$ cat src/rtl/time_set_ctrl_pkg.sv
// Shared mode encoding, default timing constants and a width helper for the
// digital-clock time-set sequencer.
package time_set_ctrl_pkg;

    typedef enum logic [1:0] {
        MODE_RUN   = 2'b00,
        MODE_SET_H = 2'b01,
        MODE_SET_M = 2'b10
    } mode_t;

    localparam int TICK_DIV_DEFAULT  = 50_000_000;
    localparam int DB_CYCLES_DEFAULT = 1_000_000;

    // Bits needed to hold the values 0..n-1, never less than one.
    function automatic int cnt_width(input int n);
        return (n > 1) ? $clog2(n) : 1;
    endfunction

endpackage

$ cat src/rtl/time_set_ctrl_btn_debounce.sv
// Button conditioner: two-flop synchroniser, stability counter and a one-cycle
// pulse on each debounced rising edge.
module btn_debounce
    import time_set_ctrl_pkg::*;
#(
    parameter int DB_CYCLES = DB_CYCLES_DEFAULT
) (
    input  logic clk,
    input  logic reset,
    input  logic btn,
    output logic pulse
);

    localparam int DW = cnt_width(DB_CYCLES);

    logic          sync1_r;
    logic          sync2_r;
    logic          level_r;
    logic          pulse_r;
    logic [DW-1:0] cnt_r;

    // Bring the raw asynchronous button into the clock domain.
    always_ff @(posedge clk or posedge reset) begin
        if (reset) begin
            sync1_r <= 1'b0;
            sync2_r <= 1'b0;
        end else begin
            sync1_r <= btn;
            sync2_r <= sync1_r;
        end
    end

    // The level only follows the input after DB_CYCLES consecutive disagreeing
    // samples; any return to agreement restarts the count.
    always_ff @(posedge clk or posedge reset) begin
        if (reset) begin
            level_r <= 1'b0;
            pulse_r <= 1'b0;
            cnt_r   <= '0;
        end else if (sync2_r == level_r) begin
            cnt_r   <= '0;
            pulse_r <= 1'b0;
        end else if (cnt_r == DW'(DB_CYCLES - 1)) begin
            level_r <= sync2_r;
            cnt_r   <= '0;
            pulse_r <= sync2_r;
        end else begin
            cnt_r   <= cnt_r + DW'(1);
            pulse_r <= 1'b0;
        end
    end

    assign pulse = pulse_r;

endmodule

$ cat src/rtl/time_set_ctrl.sv
// Sequencer for the hour/minute/second counters: 1 Hz prescaler, RUN/SET_H/SET_M
// mode FSM, registered count enables and display blink qualifiers.
module time_set_ctrl
    import time_set_ctrl_pkg::*;
#(
    parameter int TICK_DIV  = TICK_DIV_DEFAULT,
    parameter int DB_CYCLES = DB_CYCLES_DEFAULT
) (
    input  logic       clk,
    input  logic       reset,
    input  logic       btn_mode,
    input  logic       btn_inc,
    input  logic       s_tc,
    input  logic       m_tc,
    output logic       sec_tick,
    output logic       min_tick,
    output logic       hour_tick,
    output logic       sec_clr,
    output logic [1:0] mode,
    output logic       blink_h,
    output logic       blink_m
);

    localparam int CW = cnt_width(TICK_DIV);

    logic          mode_p_s;
    logic          inc_p_s;
    logic          tick_s;
    logic          half_s;
    logic          leave_s;
    logic          phase_next_s;
    mode_t         state_next_s;

    logic [CW-1:0] presc_r;
    logic          phase_r;
    mode_t         state_r;
    logic          sec_tick_r;
    logic          min_tick_r;
    logic          hour_tick_r;
    logic          sec_clr_r;
    logic          blink_h_r;
    logic          blink_m_r;

    btn_debounce #(.DB_CYCLES(DB_CYCLES)) u_db_mode (
        .clk   (clk),
        .reset (reset),
        .btn   (btn_mode),
        .pulse (mode_p_s)
    );

    btn_debounce #(.DB_CYCLES(DB_CYCLES)) u_db_inc (
        .clk   (clk),
        .reset (reset),
        .btn   (btn_inc),
        .pulse (inc_p_s)
    );

    assign tick_s       = (presc_r == CW'(TICK_DIV - 1));
    assign half_s       = (presc_r == CW'(TICK_DIV / 2 - 1));
    assign leave_s      = (state_r == MODE_SET_M) & mode_p_s;
    assign phase_next_s = phase_r ^ (tick_s | half_s);

    // Mode sequence advances only on a debounced mode press.
    always_comb begin
        state_next_s = state_r;
        case (state_r)
            MODE_RUN:   state_next_s = mode_p_s ? MODE_SET_H : MODE_RUN;
            MODE_SET_H: state_next_s = mode_p_s ? MODE_SET_M : MODE_SET_H;
            MODE_SET_M: state_next_s = mode_p_s ? MODE_RUN   : MODE_SET_M;
            default:    state_next_s = MODE_RUN;
        endcase
    end

    // Prescaler and blink phase; leaving SET_M restarts the second so the
    // first full second begins together with the seconds clear.
    always_ff @(posedge clk or posedge reset) begin
        if (reset) begin
            presc_r <= '0;
            phase_r <= 1'b0;
        end else begin
            if (leave_s || tick_s) begin
                presc_r <= '0;
            end else begin
                presc_r <= presc_r + CW'(1);
            end
            phase_r <= phase_next_s;
        end
    end

    // State register and all output enables; outputs reflect the state that
    // was current when the tick or press arrived.
    always_ff @(posedge clk or posedge reset) begin
        if (reset) begin
            state_r     <= MODE_RUN;
            sec_tick_r  <= 1'b0;
            min_tick_r  <= 1'b0;
            hour_tick_r <= 1'b0;
            sec_clr_r   <= 1'b0;
            blink_h_r   <= 1'b0;
            blink_m_r   <= 1'b0;
        end else begin
            state_r     <= state_next_s;
            sec_tick_r  <= 1'b0;
            min_tick_r  <= 1'b0;
            hour_tick_r <= 1'b0;
            sec_clr_r   <= 1'b0;
            case (state_r)
                MODE_RUN: begin
                    sec_tick_r  <= tick_s;
                    min_tick_r  <= tick_s & s_tc;
                    hour_tick_r <= tick_s & s_tc & m_tc;
                end
                MODE_SET_H: begin
                    hour_tick_r <= inc_p_s & ~mode_p_s;
                end
                MODE_SET_M: begin
                    min_tick_r <= inc_p_s & ~mode_p_s;
                    sec_clr_r  <= mode_p_s;
                end
                default: begin
                    sec_clr_r <= 1'b0;
                end
            endcase
            blink_h_r <= (state_next_s == MODE_SET_H) & phase_next_s;
            blink_m_r <= (state_next_s == MODE_SET_M) & phase_next_s;
        end
    end

    assign sec_tick  = sec_tick_r;
    assign min_tick  = min_tick_r;
    assign hour_tick = hour_tick_r;
    assign sec_clr   = sec_clr_r;
    assign mode      = state_r;
    assign blink_h   = blink_h_r;
    assign blink_m   = blink_m_r;

endmodule

$ cat config.mk
export PLATFORM = sky130hd
export DESIGN_NAME = time_set_ctrl
export DESIGN_NICKNAME = d
export VERILOG_FILES = /design/src/rtl/time_set_ctrl_pkg.sv /design/src/rtl/time_set_ctrl_btn_debounce.sv /design/src/rtl/time_set_ctrl.sv
export SDC_FILE = /design/constraint.sdc
export NUM_CORES = 1
export LEC_CHECK = 0
export CORE_MARGIN = 4
export CORE_UTILIZATION = 55
export DETAILED_ROUTE_END_ITERATION = 16
export PLACE_DENSITY = 0.8
export SYNTH_ARGS = -nofsm -noshare
export SYNTH_HDL_FRONTEND = slang
export SYNTH_SLANG_ARGS = --single-unit
export TNS_END_PERCENT = 10
$ cat constraint.sdc
create_clock -name clk -period 4.83 [get_ports clk]
set_clock_uncertainty 0.1 [all_clocks]
set_input_delay 0.966 -clock clk [delete_from_list [all_inputs] [get_ports clk]]
set_output_delay 0.966 -clock clk [all_outputs]
set_load 0.005 [all_outputs]
# After elaboration in Yosys (flattened, before gate mapping)
# Index checks and enable logic that the tools add are counted.
# op_classes
eq_ne,10
n_mux,17
bitwise_logic,11
addsub,3
n_reduce_logical,4
# op_table
operator,count
20-bit two-way mux,4
20-bit by 1-bit adder with 20-bit output (second input constant),2
20-bit equality test (second input constant),2
26-bit by 1-bit adder with 26-bit output (second input constant),1
26-bit by 25-bit equality test with 1-bit output (second input constant),1
26-bit equality test (second input constant),1
26-bit two-way mux,1
1-bit two-way mux,7
1-bit bitwise AND,6
2-bit case mux with 3 select lines,1
2-bit by 1-bit equality test with 1-bit output (second input constant),2
2-bit equality test (second input constant),2
2-bit two-way mux,2
1-bit case mux with 2 select lines,2
2-bit AND reduction,2
1-bit NOT,3
1-bit equality test,2
2-bit logical NOT,1
1-bit logical OR,1
1-bit OR,1
1-bit bitwise XOR,1
# totals
register_bits,83
output_inout_bits,8

# Logic depth before layout (Yosys ltp)
# depth
word_depth,4
mapped_depth,6
mapped_depth_nobuf,5

# Cells and area by module
# A second synthesis with hierarchy kept.
# unflattened
hier_cells,390
hier_area_um2,4190.3
# modules_own_cells
mod,cells_per_inst,area_each_um2,seq_area_each_um2,n_inst
btn_debounce,108,1188.6,600.6,2
time_set_ctrl,174,1813.0,875.8,1

# Worst setup path after synthesis
# Ideal clock, no wire load.
# synth_timing
path_type,register to register
startpoint,register u_db_inc.cnt_r[12]
endpoint,register u_db_inc.level_r
setup_time_ns,0.125
arrival_time_ns,2.000
period_less_slack_ns,2.225
t_required_ns,4.605
path_slack_ns,2.605
path_buffers,0
path_stages_with_launch,5
path_cell_list,dfrtp_1 or4b_2 or4_4 nor2_1 mux2_2
# synth_via
elab_chain_len,2
# synth_rtl
item,line_no,source
"start, declared",time_set_ctrl_btn_debounce.sv:20,logic [DW-1:0] cnt_r;
"start signal, assigned",time_set_ctrl_btn_debounce.sv:48,cnt_r <= cnt_r + DW'(1);
20-bit equality test,time_set_ctrl_btn_debounce.sv:43,end else if (cnt_r == DW'(DB_CYCLES - 1)) begin
2-bit AND reduction (no source line),-,
"end signal, assigned",time_set_ctrl_btn_debounce.sv:44,level_r <= sync2_r;
"end, declared",time_set_ctrl_btn_debounce.sv:18,logic level_r;
# No other way between the ends.
# A chain may end at the register's enable or synchronous reset.

# Worst setup path after layout
# layout_timing
startpoint,register presc_r[16]
endpoint,register presc_r[7]
# layout_via
elab_chain_len,3
# layout_rtl
item,line_no,source
"start, declared",time_set_ctrl.sv:34,logic [CW-1:0] presc_r;
"start signal, assigned",time_set_ctrl.sv:84,presc_r <= presc_r + CW'(1);
26-bit equality test,time_set_ctrl.sv:58,assign tick_s = (presc_r == CW'(TICK_DIV - 1));
1-bit logical OR,time_set_ctrl.sv:81,if (leave_s || tick_s) begin
26-bit two-way mux,time_set_ctrl.sv:81,
# No other way between the ends.

==> impl_results.md <==
- Leakage: 0.00179 µW
- Slew @ Worst Pin: 0.971 ns
- Residual DRC: 0
- CTS tree: done
- Unique masters post-synth: 43
- I/O pins: 14
- Vias/cell: 5.84
- Final core utilization: 61.9%
- Unrepaired setup endpoints after global routing: no
- Core area: 7250 µm²
- # diodes: 0
- Hold Fails Final Rpt: 0
- Fin worst setup slack: 2.31 ns
- Vias: 3092
- Filler Cells Inserted: 598
- Relative max-transition margin: 35.3%
- Ratio of final minimum period to clock period: 52.2%
- GRT overflow: 0
- Max rail drop VDD: 0.186 mV
- Share of cells above drive strength 1: 7.21%
- Critical path arrival: 2.63 ns
- Synthesis-to-layout area growth: 9.18%
- Kind of cell adding the most delay to the critical path: simple AND/OR/NAND/NOR gates
- Top-count cell post-synth: dfrtp_1
- Hold WC Path Type: reg -> reg
- Detailed Place HPWL: 5.14 mm
- Initial core utilization: 56.7%
- First-pass DRT Iterations: 4
- Setup crit start kind: flop
- FF+latch count, synth: 83
- Cell taking the most area after synthesis: dfrtp_1
- Crit path max fanout: 25
- Clk sink count: 83
- Share of the synthesized area in the top cell type: 50.5%
- Ys Warns: 0
- Detailed Route WL: 7.52 mm
- Die height: 94.5 µm
- Worst-skew pair later-pin latency: 0.35 ns
- Worst Path Buf+Inv: 0
- Async set-reset flop share out of synthesis: 100%
- Status: completed
- Synth cell count leaders: dfrtp_1 (83), nor2_1 (45), nand2_1 (30)
- Crit-path cells: or4b_2 > nor4_1 > a21o_2 > nor2_1
- Req. time, crit path: 4.94 ns
- EDFF count, synth: 0
- Mapped cell area: 4120 µm²
- First-pass GRT wire length: 12.9 mm
- Final ANT Viol Nets: 0
- Final RePlAce weighted congestion: 0.817
- Max Fclk: 397 MHz
- Max-slew violation count: 0
- Endpoints failing setup: 0
- Vias in the first global route: 2885
- Max_cap viols: 0
- Synth top area cells: dfrtp_1 (50%), xnor2_1 (4.5%), nor2_1 (4.1%)
- Most used DFF post-synth: dfrtp_1
- Largest net degree at the start of global routing: 60
- H-tree levels: 3
- # resized after CTS: 0
- Mapped Cells: 412
- Delay of the slowest cell on the worst path: 0.68 ns
- Setup_tns: 0 ns
- CTS Hold Bufs: 0
- Rows: 31
- Fin crit period: 2.52 ns
- Iter 0 DRT Violations: 224
- Die width: 94.5 µm
- Nets: 436
- CTS Buf Count: 9
- Register area share after synthesis: 50.5%
- Clk buf depth: 2
- Die area: 8930 µm²
- Initial antenna violation count: 0
- All-layer global routing usage: 18.0%
- CTS clk-pin slew, worst paths: 0.08 ns
- Setup Crit Path Kind: reg -> reg
- Post-DR wirelength/cell: 14.2 µm
- Post-Syn Area per Cell: 9.99 µm²
- Setup Buffers After CTS: 0
- CP max stage cell: or4b_2
- PD cells: 272 nW/µm²
- Syn Nets: 421
- # port buffers: 13
- DP Worst Slack: 2.30 ns
- Clk root buf: clkbuf_8
- Critical Path End Type: flop
-- worst paths after layout --
check,from,endpoint,slack (ns),cells after the start
max,presc_r[16],presc_r[7],2.31,4
min,u_db_inc.sync1_r,u_db_inc.sync2_r,0.25,0
max reg2reg,presc_r[16],presc_r[7],2.31,4
min reg2reg,u_db_inc.sync1_r,u_db_inc.sync2_r,0.25,0
max in group asynchronous,reset,presc_r[18],2.74,3
min in group asynchronous,reset,presc_r[0],1.01,2
-- cells by family (layout without fill, tap and decap cells) --
group                    Yosys count  in the layout  synth area share (%)
adder cells (fa/ha/maj)            3              3                 0.912
multiplexers                       5              5                  1.28
AO/OA/AOI/OAI                     58             58                  8.82
XOR/XNOR                          38             38                  8.09
buffers and inverters             23             41                  3.10
flip-flops                        83             83                  50.5
AND/OR/NAND/NOR                  202            202                  27.3
-- where the power goes --
group          internal [µW]  leakage, µW  switching [µW]  total [µW]
logic                   10.1     0.000570            23.2        33.3
clock network            247    0.0000865             235         483
registers                700      0.00113            5.71         706
total                    957      0.00179             264        1220
-- per-stage QoR --
| stage | area (µm²) | power, µW | std cells | hold slack (ns) |
|---|---|---|---|---|
| CTS | 4490 | 1240 | 529 | 0.255 |
| global route | 4490 | 1270 | 529 | 0.267 |
| detailed placement | 4300 | 754 | 515 | 0.235 |
| finish | 4490 | 1220 | 529 | 0.252 |
| floorplan | 4120 | 742 | 412 | 0.231 |
| global placement | 4300 | 753 | 515 | 0.234 |
-- layout make-up --
type / instances / area (µm²) / area share (%)
clock buffer: 10 / 138 / 3.06
inverter: 12 / 46.3 / 1.03
multi-input combinational: 306 / 1910 / 42.5
timing repair buffer: 15 / 145 / 3.23
clock inverter: 4 / 52.6 / 1.17
tap: 99 / 124 / 2.76
sequential: 83 / 2080 / 46.2
-- state kept, by name (all words and copies together) (netlist names) --
signal	count
u_db_mode.sync2_r	1
mode	2
sec_clr	1
u_db_mode.sync1_r	1
hour_tick	1
u_db_inc.level_r	1
u_db_inc.sync2_r	1
u_db_mode.pulse	1
blink_h	1
presc_r	26
u_db_mode.cnt_r	20
blink_m	1
u_db_inc.cnt_r	20
u_db_mode.level_r	1
u_db_inc.sync1_r	1
min_tick	1
phase_r	1
u_db_inc.pulse	1
sec_tick	1
-- placed cells by master (no fill, tap or decap), types with 3 or more instances in the layout --
cell	instances
a21oi_1	26
and2_1	3
and3_1	4
and4_1	7
clkbuf_8	10
clkdlybuf4s50_1	13
clkinvlp_4	3
dfrtp_1	83
ha_1	3
inv_1	11
mux2i_1	3
nand2_1	30
nand3_1	28
nand4_1	14
nor2_1	45
nor3_1	10
nor4_1	9
o21ai_0	11
o31ai_1	16
or3_1	11
or4_1	21
or4_4	3
xnor2_1	21
xor2_1	17
-- layer usage --
metal | wire, µm | vias up | track usage (%)
met5 | 0 | - | 0
met4 | 88 | 0 | 6.13
met3 | 265 | 6 | 4.22
met2 | 3650 | 55 | 29.7
met1 | 3520 | 1502 | 23.6
li1 | - | 1529 | -
Note: power is estimated with default switching activity, not from simulation.
